## src/rtl/pe_pkg.sv

```systemverilog
// Shared pixel/triple widths, tap slice positions and line-fill state
// encoding for the line buffer feeding the 3-tap pe.
package pe_pkg;
    localparam int PIX_W    = 8;
    localparam int TRIPLE_W = 3 * PIX_W;

    localparam int TAP_OLD_HI = 23;
    localparam int TAP_OLD_LO = 16;
    localparam int TAP_MID_HI = 15;
    localparam int TAP_MID_LO = 8;
    localparam int TAP_NEW_HI = 7;
    localparam int TAP_NEW_LO = 0;

    typedef enum logic [1:0] {
        FILL0 = 2'd0,
        FILL1 = 2'd1,
        RUN   = 2'd2
    } lb_row_e;
endpackage

```

## src/rtl/lb_line_mem.sv

```systemverilog
// One image line of pixel storage: single address, combinational read of the
// old contents, write of the new contents on the same edge (read-first).
module lb_line_mem
    import pe_pkg::*;
#(
    parameter int IMG_W = 64,
    parameter int COL_W = $clog2(IMG_W)
) (
    input  logic             clk,
    input  logic             we,
    input  logic [COL_W-1:0] addr,
    input  logic [PIX_W-1:0] wdata,
    output logic [PIX_W-1:0] rdata
);
    logic [PIX_W-1:0] mem_q [IMG_W];

    always_ff @(posedge clk) begin
        if (we) begin
            mem_q[addr] <= wdata;
        end
    end

    assign rdata = mem_q[addr];
endmodule

```

## src/rtl/pe_line_buffer.sv

```systemverilog
// Raster-to-column line buffer: emits {row y-2, row y-1, row y} per accepted pixel.
// Build option: define LB_TOP_PAD_EN to emit zero-padded triples for the first two lines.
module pe_line_buffer
    import pe_pkg::*;
#(
    parameter int IMG_W = 64,
    parameter int COL_W = $clog2(IMG_W)
) (
    input  logic                clk,
    input  logic                rst,
    input  logic [PIX_W-1:0]    s_data,
    input  logic                s_valid,
    input  logic                s_sof,
    output logic                s_ready,
    output logic [TRIPLE_W-1:0] p,
    output logic                p_valid,
    output logic [COL_W-1:0]    p_col,
    output logic                p_eol
);
    logic                rst_q;
    logic [COL_W-1:0]    col_q, col_d;
    lb_row_e             row_q, row_d;
    logic [TRIPLE_W-1:0] p_q, p_d;
    logic                p_valid_q, p_valid_d;
    logic [COL_W-1:0]    p_col_q, p_col_d;
    logic                p_eol_q, p_eol_d;

    logic                accept;
    logic [COL_W-1:0]    col_cur;
    lb_row_e             row_cur;
    logic                last_col;
    logic [PIX_W-1:0]    tap_a, tap_b;

    assign s_ready = !rst_q;
    assign accept  = s_valid & s_ready;

    // SOF overrides the counters for the pixel it arrives with
    assign col_cur  = s_sof ? '0 : col_q;
    assign row_cur  = s_sof ? FILL0 : row_q;
    assign last_col = (col_cur == COL_W'(IMG_W - 1));

    lb_line_mem #(.IMG_W(IMG_W), .COL_W(COL_W)) u_lm1 (
        .clk   (clk),
        .we    (accept),
        .addr  (col_cur),
        .wdata (s_data),
        .rdata (tap_a)
    );

    lb_line_mem #(.IMG_W(IMG_W), .COL_W(COL_W)) u_lm2 (
        .clk   (clk),
        .we    (accept),
        .addr  (col_cur),
        .wdata (tap_a),
        .rdata (tap_b)
    );

    always_comb begin
        col_d     = col_q;
        row_d     = row_q;
        p_d       = p_q;
        p_valid_d = 1'b0;
        p_col_d   = p_col_q;
        p_eol_d   = p_eol_q;
        if (accept) begin
            col_d = last_col ? '0 : col_cur + 1'b1;
            row_d = row_cur;
            if (last_col) begin
                case (row_cur)
                    FILL0:   row_d = FILL1;
                    default: row_d = RUN;
                endcase
            end
            p_col_d = col_cur;
            p_eol_d = last_col;
            p_d[TAP_NEW_HI:TAP_NEW_LO] = s_data;
            p_d[TAP_MID_HI:TAP_MID_LO] = tap_a;
            p_d[TAP_OLD_HI:TAP_OLD_LO] = tap_b;
`ifdef LB_TOP_PAD_EN
            // Mask by fill state only; stale memory from a prior frame must not leak
            if (row_cur != RUN) begin
                p_d[TAP_OLD_HI:TAP_OLD_LO] = '0;
            end
            if (row_cur == FILL0) begin
                p_d[TAP_MID_HI:TAP_MID_LO] = '0;
            end
            p_valid_d = 1'b1;
`else
            p_valid_d = (row_cur == RUN);
`endif
        end
    end

    always_ff @(posedge clk) begin
        rst_q <= rst;
        if (rst) begin
            col_q     <= '0;
            row_q     <= FILL0;
            p_q       <= '0;
            p_valid_q <= 1'b0;
            p_col_q   <= '0;
            p_eol_q   <= 1'b0;
        end else begin
            col_q     <= col_d;
            row_q     <= row_d;
            p_q       <= p_d;
            p_valid_q <= p_valid_d;
            p_col_q   <= p_col_d;
            p_eol_q   <= p_eol_d;
        end
    end

    assign p       = p_q;
    assign p_valid = p_valid_q;
    assign p_col   = p_col_q;
    assign p_eol   = p_eol_q;
endmodule

```

## config.mk

```make
export PLATFORM = sky130hd
export DESIGN_NAME = pe_line_buffer
export DESIGN_NICKNAME = d
export VERILOG_FILES = /design/src/rtl/pe_pkg.sv /design/src/rtl/lb_line_mem.sv /design/src/rtl/pe_line_buffer.sv
export SDC_FILE = /design/constraint.sdc
export NUM_CORES = 1
export LEC_CHECK = 0
export CORE_UTILIZATION = 55
export DETAILED_ROUTE_END_ITERATION = 7
export HOLD_SLACK_MARGIN = 0.15
export PLACE_DENSITY = 0.68
export SLEW_MARGIN = 10
export SYNTH_ARGS = -nofsm -noshare
export SYNTH_HDL_FRONTEND = slang
export SYNTH_SLANG_ARGS = --single-unit
```

## constraint.sdc

```tcl
create_clock -name clk -period 8.45 [get_ports clk]
set_input_delay 1.2675 -clock clk [delete_from_list [all_inputs] [get_ports clk]]
set_output_delay 1.2675 -clock clk [all_outputs]
set_load 0.1 [all_outputs]
```

# Word-level counts from Yosys, hierarchy flattened
# Memories as Yosys holds them, arrays and structs flattened. A register that Yosys moved wholly into a read port is not among the register bits.
# Index checks and enable logic that the tools add are counted.
# op_classes
n_addsub	1
n_eq_ne	2
muxes	7
n_bitwise	2
n_reduce_logical	3
# ops
cell	n
6-bit 2-to-1 mux	2
6-bit by 1-bit adder with 6-bit output (second input constant)	1
6-bit equality test (second input constant)	1
2-bit 2-to-1 mux	3
2-bit equality test (second input constant)	1
2-bit logical NOT	1
1-bit 2-to-1 mux	2
2-bit OR reduction	1
1-bit AND	1
1-bit logical NOT	1
1-bit NOT	1
# word_totals
regBits	41
mem_bits_rw	1024
in_bits	12
word_cells	24
n_memories	2
# mem_list
name	depth	width	rd	rd_ports_with_merged_regs	write_ports	line_no	text
u_lm1.mem_q	64	8	1	0	1	lb_line_mem.sv:15	logic [PIX_W-1:0] mem_q [IMG_W];
u_lm2.mem_q	64	8	1	1	1	lb_line_mem.sv:15	

# Depth between registers and ports, before layout
# Gate-level depths: netlist of run 1.
# logic_depth
word_depth	4
depth_mapped	12

# Modules after synthesis
# From an unflattened synthesis of run 1, not the netlist that was laid out.
# hier_totals
cells_unflattened	2527
hier_area_um2	42209.2
# modules_own_cells
module	instances	cells_each	area_each_um2	seq_area_each_um2
lb_line_mem	2	1163	20289.5	15374.7
pe_line_buffer	1	201	1630.3	820.8

# Worst setup path after synthesis of run 1
# No wires, ideal clock.
# synth_timing
kind	input -> register
start	input port s_sof
end	memory u_lm2.mem_q[0][4], data pin
setup_time_ns	0.601
t_arrival_ns	3.612
t_required_ns	7.849
setup_slack_ns	4.238
cell_stages	9
cell_sequence	buf_4 buf_2 nand3b_1 clkbuf_1 nor2_1 a221oi_1 a21oi_1 nor4_1 nand3_1
# synth_between
elab_chain_cells	2
# synth_rtl
item	line_no	text
start: declaration	pe_line_buffer.sv:13	input logic s_sof,
6-bit 2-to-1 mux	pe_line_buffer.sv:38	assign col_cur = s_sof ? '0 : col_q;
memory 64 x 8 bit	-	
via tap_a[4]	pe_line_buffer.sv:32	logic [PIX_W-1:0] tap_a, tap_b;
end: declaration	lb_line_mem.sv:15	
# The timed path passes the listed nets, and every way through them passes these cells.

# Worst setup path after layout of run 1
# layout_timing
start	register col_q[2]
end	memory u_lm2.mem_q[14][1], data pin
# layout_between
elab_chain_cells	2
# layout_rtl
item	line_no	text
start: declaration	pe_line_buffer.sv:21	logic [COL_W-1:0] col_q, col_d;
start signal: assignment	pe_line_buffer.sv:104	col_q <= col_d;
6-bit 2-to-1 mux	pe_line_buffer.sv:38	
memory 64 x 8 bit	-	
via tap_a[1]	pe_line_buffer.sv:32	
# The timed path passes the listed nets, and every way through them passes these cells.

==> summary.md, run 1 <==
| Metric | Value |
|---|---|
| Largest net degree at the start of global routing | `66` |
| Clk root buf | `clkbuf_16` |
| Violated checks | `DRC, capacitance limit, slew limit` |
| Asr flop ratio synth | `0%` |
| Max FO, Critical Path | `45` |
| Hold Vio Cnt, Final | `0` |
| PD cells | `235 nW/um^2` |
| Synthesized area per cell | `16.6 sq um` |
| CTS tree | `yes` |
| Worst Hold Launch | `p[0]` |
| Crit-path cells | `buf_4 -> buf_4 -> mux4_2 -> nand2_1 -> a31oi_1 -> nor4_1 -> nand3_2 -> buf_4` |
| Total GRT Usage | `32.0%` |
| Fmax | `0.172 GHz` |
| Area leader, netlist | `edfxtp_1` |
| Worst Path Arrival | `a little over 6 ns` |
| Sequential power share | `a little over half` |
| Hold Slack | `0.452 ns` |
| Antenna violations before repair | `5` |
| Mapped Cells | `2495` |
| # fillers | `5226` |
| Die ar. | `76300 sq um` |
| PortBufs | `44` |
| Vias/cell | `6.87` |
| Top FF cell, synth | `edfxtp_1` |
| CTS resizes | `0` |
| Core Region | `around 74000 sq um` |
| Number of max-cap violations | `1` |
| DR DRC count | `6` |
| Fin crit period | `~5.8 ns` |
| Placed cell count | `roughly 3.5k` |
| Area of the multi-input gates | `roughly 9100 sq um` |
| Lkg Pwr | `0.0146 uW` |
| Comb power frac | `4.1%` |
| Final setup TNS | `0 ns` |
| Grt ovf | `0` |
| Routed via count | `25.1k` |
| Data required, critical path | `between 8 and 9 ns` |
| Max-slew headroom | `-1.60%` |
| Worst VDD drop | `0.000164 V` |
| Tightest Hold Check Type | `flop to flop` |
| Antenna Cells | `0` |
| Routability congestion estimate from global placement | `1.01` |
| Post-route ant nets | `0` |
| Crit path capture type | `flop` |
| Die height | `276 microns` |
| Crit path largest cell delay | `0.99 ns` |
| Critical setup path kind | `flop to flop` |
| # Post-CTS Setup Buffers | `0` |
| Worst R2R End | `u_lm2.mem_q[14][1]` |
| RSZ-0062 raised after global routing | `false` |
| Total clock sinks | `1065` |
| Number of flops mapped to enable cells by yosys | `1024` |
| Internal power | `8690 uW` |
| Vias in the first global route | `23.8k` |
| Crit-path slowest cell | `nor4_1` |
| Rows | `100` |
| DRT Wirelength | `124000 microns` |
| FF+latch area | `approximately 32000 sq um` |
| Register area share after synthesis | `around 76%` |
| Final HPWL DP | `between 70000 and 80000 microns` |
| Switching share of power | `a little over a fifth` |
| CP most frequent cell | `buf_4` |
| Final Cycle Share | `68.7%` |
| Worst Reg2Reg Path Length in Cells | `8` |
| Hold EP | `p[0]` |
| Hold path cells | `2` |
| CTS buffer count | `102` |
| Number of warnings issued by yosys | `0` |
| Final net count | `about 2.6k` |
| Syn nets | `2508` |
| Status | `complete, but fails checks` |
| I/O Pins | `45` |
| Post-CTS Hold Buffers | `0` |
| Number of distinct library cells after synthesis | `72` |
| CTS Buffer Depth | `3` |
| Wire per inst | `33.8 microns` |
| R2R Setup Slk | `2.64 ns` |
| Synth top area share | `74.3%` |
| Non-filler cells, final | `3652` |
| Area grow syn2layout | `12.8%` |
| Largest cells by area after synthesis | `edfxtp_1 (74%), mux2i_1 (6.6%), dfxtp_1 (2.0%)` |
| Reg clk slew, reported paths | `0.06 ns` |
| FF-to-FF Start | `col_q[2]` |
| Die Span X | `276 microns` |
| Skew final | `0.0298 ns` |
| CP Launch Type | `flop` |
| Synth Cell Area | `41400 sq um` |
| Total iterations of the first detailed-routing run | `8` |
| FF+latch count, synth | `1065` |
| Clock latency on the worst-skew pair | `0.67 ns` |
| H-tree levels | `3` |
| Fraction of power consumed by the clock network | `between 40% and 50%` |
| Initial Utilization | `55.6%` |
| Pins over their slew limit | `1` |
| # setup viols final | `0` |
| Drt first-iter violations | `4055` |
| Layout cells sized above 1 | `13.4%` |
| First-pass GRT wire length | `173000 microns` |
| Sw power | `between 2000 and 2500 uW` |
| Worst-margin pin slew | `1.49 ns` |
## cells in the mapped netlist (5+ instances only)
master,count
o211ai_1,8
o21a_1,6
dfxtp_1,41
nand2b_1,8
a31oi_1,5
mux2i_1,272
a21oi_1,131
buf_6,7
edfxtp_1,1024
o21ai_0,63
a221oi_1,26
nor2b_1,14
o22ai_1,86
nor2_1,152
o221ai_1,21
a2111oi_0,15
a222oi_1,5
nand2_1,91
o21bai_1,13
clkbuf_1,66
buf_4,23
nor3_1,11
and2_1,6
nand3b_1,5
nor4_1,5
buf_2,58
o21ai_1,7
a22oi_1,77
o22a_1,9
a221o_1,5
o31ai_1,7
a22o_1,33
o2bb2ai_1,17
a41oi_1,8
a211oi_1,39
nand3_1,24
mux4_2,8
mux2_2,14
buf_1,15
## logic make-up after synthesis
kind of cell / share of synthesized area, %
flip-flops: 76.3
AO/OA/AOI/OAI: 10.2
AND/OR/NAND/NOR: 3.84
multiplexers: 7.51
buffers and inverters: 2.09
adder cells (fa/ha/maj): 0.0302
## placed cells by master (no fill, tap or decap), types with 13 or more instances in the layout
cell type / n
a211oi_1: 38
a21oi_1: 131
a221oi_1: 26
a22o_1: 33
a22oi_1: 77
buf_4: 129
bufinv_16: 16
clkbuf_1: 13
clkbuf_16: 106
clkdlybuf4s50_1: 35
clkinv_1: 20
clkinv_2: 21
dfxtp_1: 38
edfxtp_1: 1024
mux2_2: 14
mux2i_1: 272
nand2_1: 91
nand3_1: 18
nor2_1: 150
o21ai_0: 63
o21bai_1: 13
o221ai_1: 21
o22ai_1: 86
o2bb2ai_1: 17
## power by group through the flow
| stage | Combinational, uW | Clock (uW) | Sequential (uW) |
|---|---|---|---|
| 2_1_floorplan | 211 | 0 | 5980 |
| 3_3_place_gp | 431 | 0 | 5940 |
| 4_1_cts | 439 | 4720 | 5830 |
| 3_5_place_dp | 439 | 0 | 5940 |
| 6_report | 454 | 4710 | 5830 |
| 5_1_grt | 463 | 4920 | 5830 |
## worst max-delay path by stage
stage / slack [ns] / cells past startpoint / endpoint / from
global placement: 2.47 / 7 / u_lm2.mem_q[44][5] / s_sof
finish: 2.64 / 8 / u_lm2.mem_q[14][1] / col_q[2]
CTS: 3.18 / 8 / u_lm2.mem_q[14][1] / col_q[2]
global route: 2.93 / 8 / u_lm2.mem_q[6][1] / col_q[2]
detailed placement: 2.61 / 9 / u_lm2.mem_q[28][1] / s_sof
floorplan: 4.24 / 9 / u_lm2.mem_q[0][4] / s_sof
## per-stage QoR
stage / cell area, sq um / power (uW) / worst slack (ns) / util (%)
2_1_floorplan: 41400 / 6190 / 4.24 / -
3_3_place_gp: 43200 / 6370 / 2.47 / 58.0
3_5_place_dp: 43200 / 6380 / 2.61 / 58.1
4_1_cts: 46700 / 11000 / 3.18 / 62.7
5_1_grt: 46700 / 11200 / 2.93 / 62.7
6_report: 46700 / 11000 / 2.64 / 62.7
## area by class of cell
cell class                      count  share of cell area, %
Tap cell                          969                   2.60
Sequential cell                  1065                   67.6
Timing Repair Buffer              172                   2.91
Clock inverter                     66                   1.59
Clock buffer                      119                   5.79
Inverter                            5                 0.0402
Multi-Input combinational cell   1256                   19.4
## registers in the layout, summed over array words and instances, names as in the netlist
| register | count |
|---|---|
| col_q | 6 |
| p | 24 |
| p_col | 6 |
| p_eol | 1 |
| p_valid | 1 |
| row_q | 2 |
| rst_q | 1 |
| u_lm1.mem_q | 512 |
| u_lm2.mem_q | 512 |
## per-layer routing
metal / routed length (microns) / vias to the layer above / track usage, %
met3: 16100 / 372 / 8.03
li1: - / 10217 / -
met1: 45300 / 12490 / 43.4
met5: 39 / - / 0
met4: 7380 / 6 / 17.8
met2: 54700 / 2006 / 47.6
## critical path, delay by kind of cell (launching register included)
kind / cells / cell delay, ns
simple gates: 3 / 2.07
buf+inv: 3 / 1.76
compound gates: 1 / 0.15
flops: 1 / 0.73
mux: 1 / 0.63
Note: power is estimated with default switching activity, not from simulation.
==> inputs of run 2 (changes only) <==
==> constraint.sdc (replaced) <==
create_clock -name clk -period 6.1 [get_ports clk]
set_input_delay 0.915 -clock clk [delete_from_list [all_inputs] [get_ports clk]]
set_output_delay 0.915 -clock clk [all_outputs]
set_load 0.1 [all_outputs]
==> run 2 against run 1 <==
The flow now finishes without violations. Core utilization is 0.28 points higher. Total power up 39%. Sequential power is 39% higher. Via count up 0.63%.
==> summary.md, run 2 (same netlist as run 1, synthesis figures left out) <==
| Metric | Value |
|---|---|
| Routed via count | `between 20k and 30k` |
| Clock latency on the worst-skew pair | `0.68 ns` |
| Post-route ant nets | `0` |
| Placed cell count | `approximately 3.5k` |
| Met3 WL | `16200 microns` |
| Routability congestion estimate from global placement | `a little under 1` |
| Worst VDD drop | `0.000245 V` |
| I/O Pins | `45` |
| Final Cycle Share | `between 70 and 80%` |
| Core Region | `74400 sq um` |
| CTS tree | `yes` |
| Comb power frac | `roughly 4.2%` |
| Worst Path Arrival | `5.21 ns` |
| Crit-path slowest cell | `dfxtp_4` |
| Die ar. | `76300 sq um` |
| # fillers | `between 5k and 6k` |
| Die Span X | `276 microns` |
| Antenna violations before repair | `3` |
| Crit-path cells | `buf_4 -> mux2i_1 -> o21ai_0 -> a211oi_1 -> nor2_1 -> nor4_1 -> nand3_2 -> buf_12` |
| Sw power | `3210 uW` |
| Crit path largest cell delay | `0.88 ns` |
| Initial Utilization | `55.6%` |
| Max FO, Critical Path | `39` |
| CP Launch Type | `flop` |
| Vias in the first global route | `23.8k` |
| # setup viols final | `0` |
| Final HPWL DP | `75000 microns` |
| RSZ-0062 raised after global routing | `false` |
| Met2 wire length | `56400 microns` |
| Skew final | `0.0319 ns` |
| Internal power | `~12000 uW` |
| H-tree levels | `3` |
| Final setup TNS | `0 ns` |
| Top layer in use | `met5` |
| Wire per inst | `~34 microns` |
| Hold Vio Cnt, Final | `0` |
| Reg clk slew, reported paths | `0.06 ns` |
| Total GRT Usage | `approximately 33%` |
| # Post-CTS Setup Buffers | `0` |
| Post-CTS Hold Buffers | `0` |
| Max-slew headroom | `2.90%` |
| DRT Wirelength | `126000 microns` |
| Most common cell after layout, fill and taps aside | `edfxtp_1` |
| Sequential power share | `52.8%` |
| Largest net degree at the start of global routing | `roughly 120` |
| Lkg Pwr | `between 0.01 and 0.015 uW` |
| Metal-1 WL | `46500 microns` |
| Antenna Cells | `0` |
| Rows | `100` |
| PD cells | `326 nW/um^2` |
| CTS resizes | `0` |
| Switching share of power | `21.0%` |
| Total iterations of the first detailed-routing run | `8` |
| Pins over their slew limit | `0` |
| Number of max-cap violations | `0` |
| Total Power | `15300 uW` |
| CTS buffer count | `~100` |
| CTS Buffer Depth | `3` |
| Vias/cell | `6.88` |
| Fin crit period | `a little under 5 ns` |
| Data required, critical path | `6.48 ns` |
| Commonest cells after routing, fill and taps aside | `edfxtp_1 (1024), mux2i_1 (272), nor2_1 (150), buf_4 (140), a21oi_1 (131)` |
| Layout cells sized above 1 | `13.7%` |
| Die height | `276 microns` |
| Critical setup path kind | `flop to flop` |
| Fraction of power consumed by the clock network | `43.0%` |
| Tightest Hold Check Type | `flop to flop` |
| Total clock sinks | `roughly 1.1k` |
| Non-filler cells, final | `3671` |
| Grt ovf | `0` |
| DR DRC count | `0` |
| Status | `complete, no violations` |
| Final net count | `2632` |
| Worst-margin pin slew | `1.45 ns` |
| Area grow syn2layout | `13.3%` |
| First-pass GRT wire length | `between 150000 and 200000 microns` |
| Clk root buf | `clkbuf_16` |
| Drt first-iter violations | `~4.0k` |
| Fmax | `0.207 GHz` |
| Crit path capture type | `flop` |
| PortBufs | `44` |
-- run 2: changes by cell type in the layout (fill, tap and decap cells not counted), moves of 3 or more --
cell | before | now
clkbuf_1 | 13 | 24
clkinv_8 | 1 | 6
buf_4 | 129 | 140
buf_12 | 0 | 6
clkbuf_16 | 106 | 103
clkinvlp_4 | 5 | 2
clkinv_1 | 20 | 15
-- run 2: final timing paths --
check,start,end,slack (ns),cells after the start
setup / recovery,col_q[0],u_lm2.mem_q[1][3],1.27,8
hold reg to reg,p[0],p[0],0.46,2
hold / removal,p[0],p[0],0.46,2
setup reg to reg,col_q[0],u_lm2.mem_q[1][3],1.27,8
-- run 2: per-layer routing --
metal / track usage (%) / vias up
li1: - / 10264
met1: 45.0 / 12668
met2: 49.4 / 1973
met3: 7.93 / 342
met4: 15.4 / 2
met5: 0 / -
-- run 2: worst max-delay path: cells and delay by family, from the launching register on --
| family | cells | cell delay, ns |
|---|---|---|
| flops | 1 | 0.88 |
| compound gates | 2 | 0.67 |
| mux | 1 | 0.46 |
| buf+inv | 2 | 1.03 |
| simple gates | 3 | 1.39 |
-- run 2: area by class of cell --
class | count | area [sq um] | share of cell area [%]
inverters | 5 | 18.8 | 0.0400
repair buffers | 189 | 1560 | 3.33
multi-input cells | 1256 | 9050 | 19.3
flip-flops and latches | 1065 | 31600 | 67.3
clock inverters | 60 | 805 | 1.72
well taps | 969 | 1210 | 2.59
clock buffers | 127 | 2670 | 5.69
-- run 2: through the flow --
| step | hold slack, ns | utilization (%) | instance area (sq um) | setup slack, ns |
|---|---|---|---|---|
| floorplan | 0.427 | - | 41400 | 2.24 |
| finish | 0.455 | 63.0 | 46900 | 1.27 |
| CTS | 0.460 | 63.0 | 46900 | 1.45 |
| global route | 0.482 | 63.0 | 46900 | 1.30 |
| detailed placement | 0.452 | 58.3 | 43400 | 1.16 |
| global placement | 0.440 | 58.3 | 43400 | 1.40 |
-- run 2: power by group through the flow --
stage	combinational [uW]	sequential, uW	clock [uW]
after floorplan	292	8290	0
after global placement	612	8230	0
after detailed placement	622	8230	0
after CTS	625	8070	6600
after global routing	652	8070	6880
final	637	8080	6580
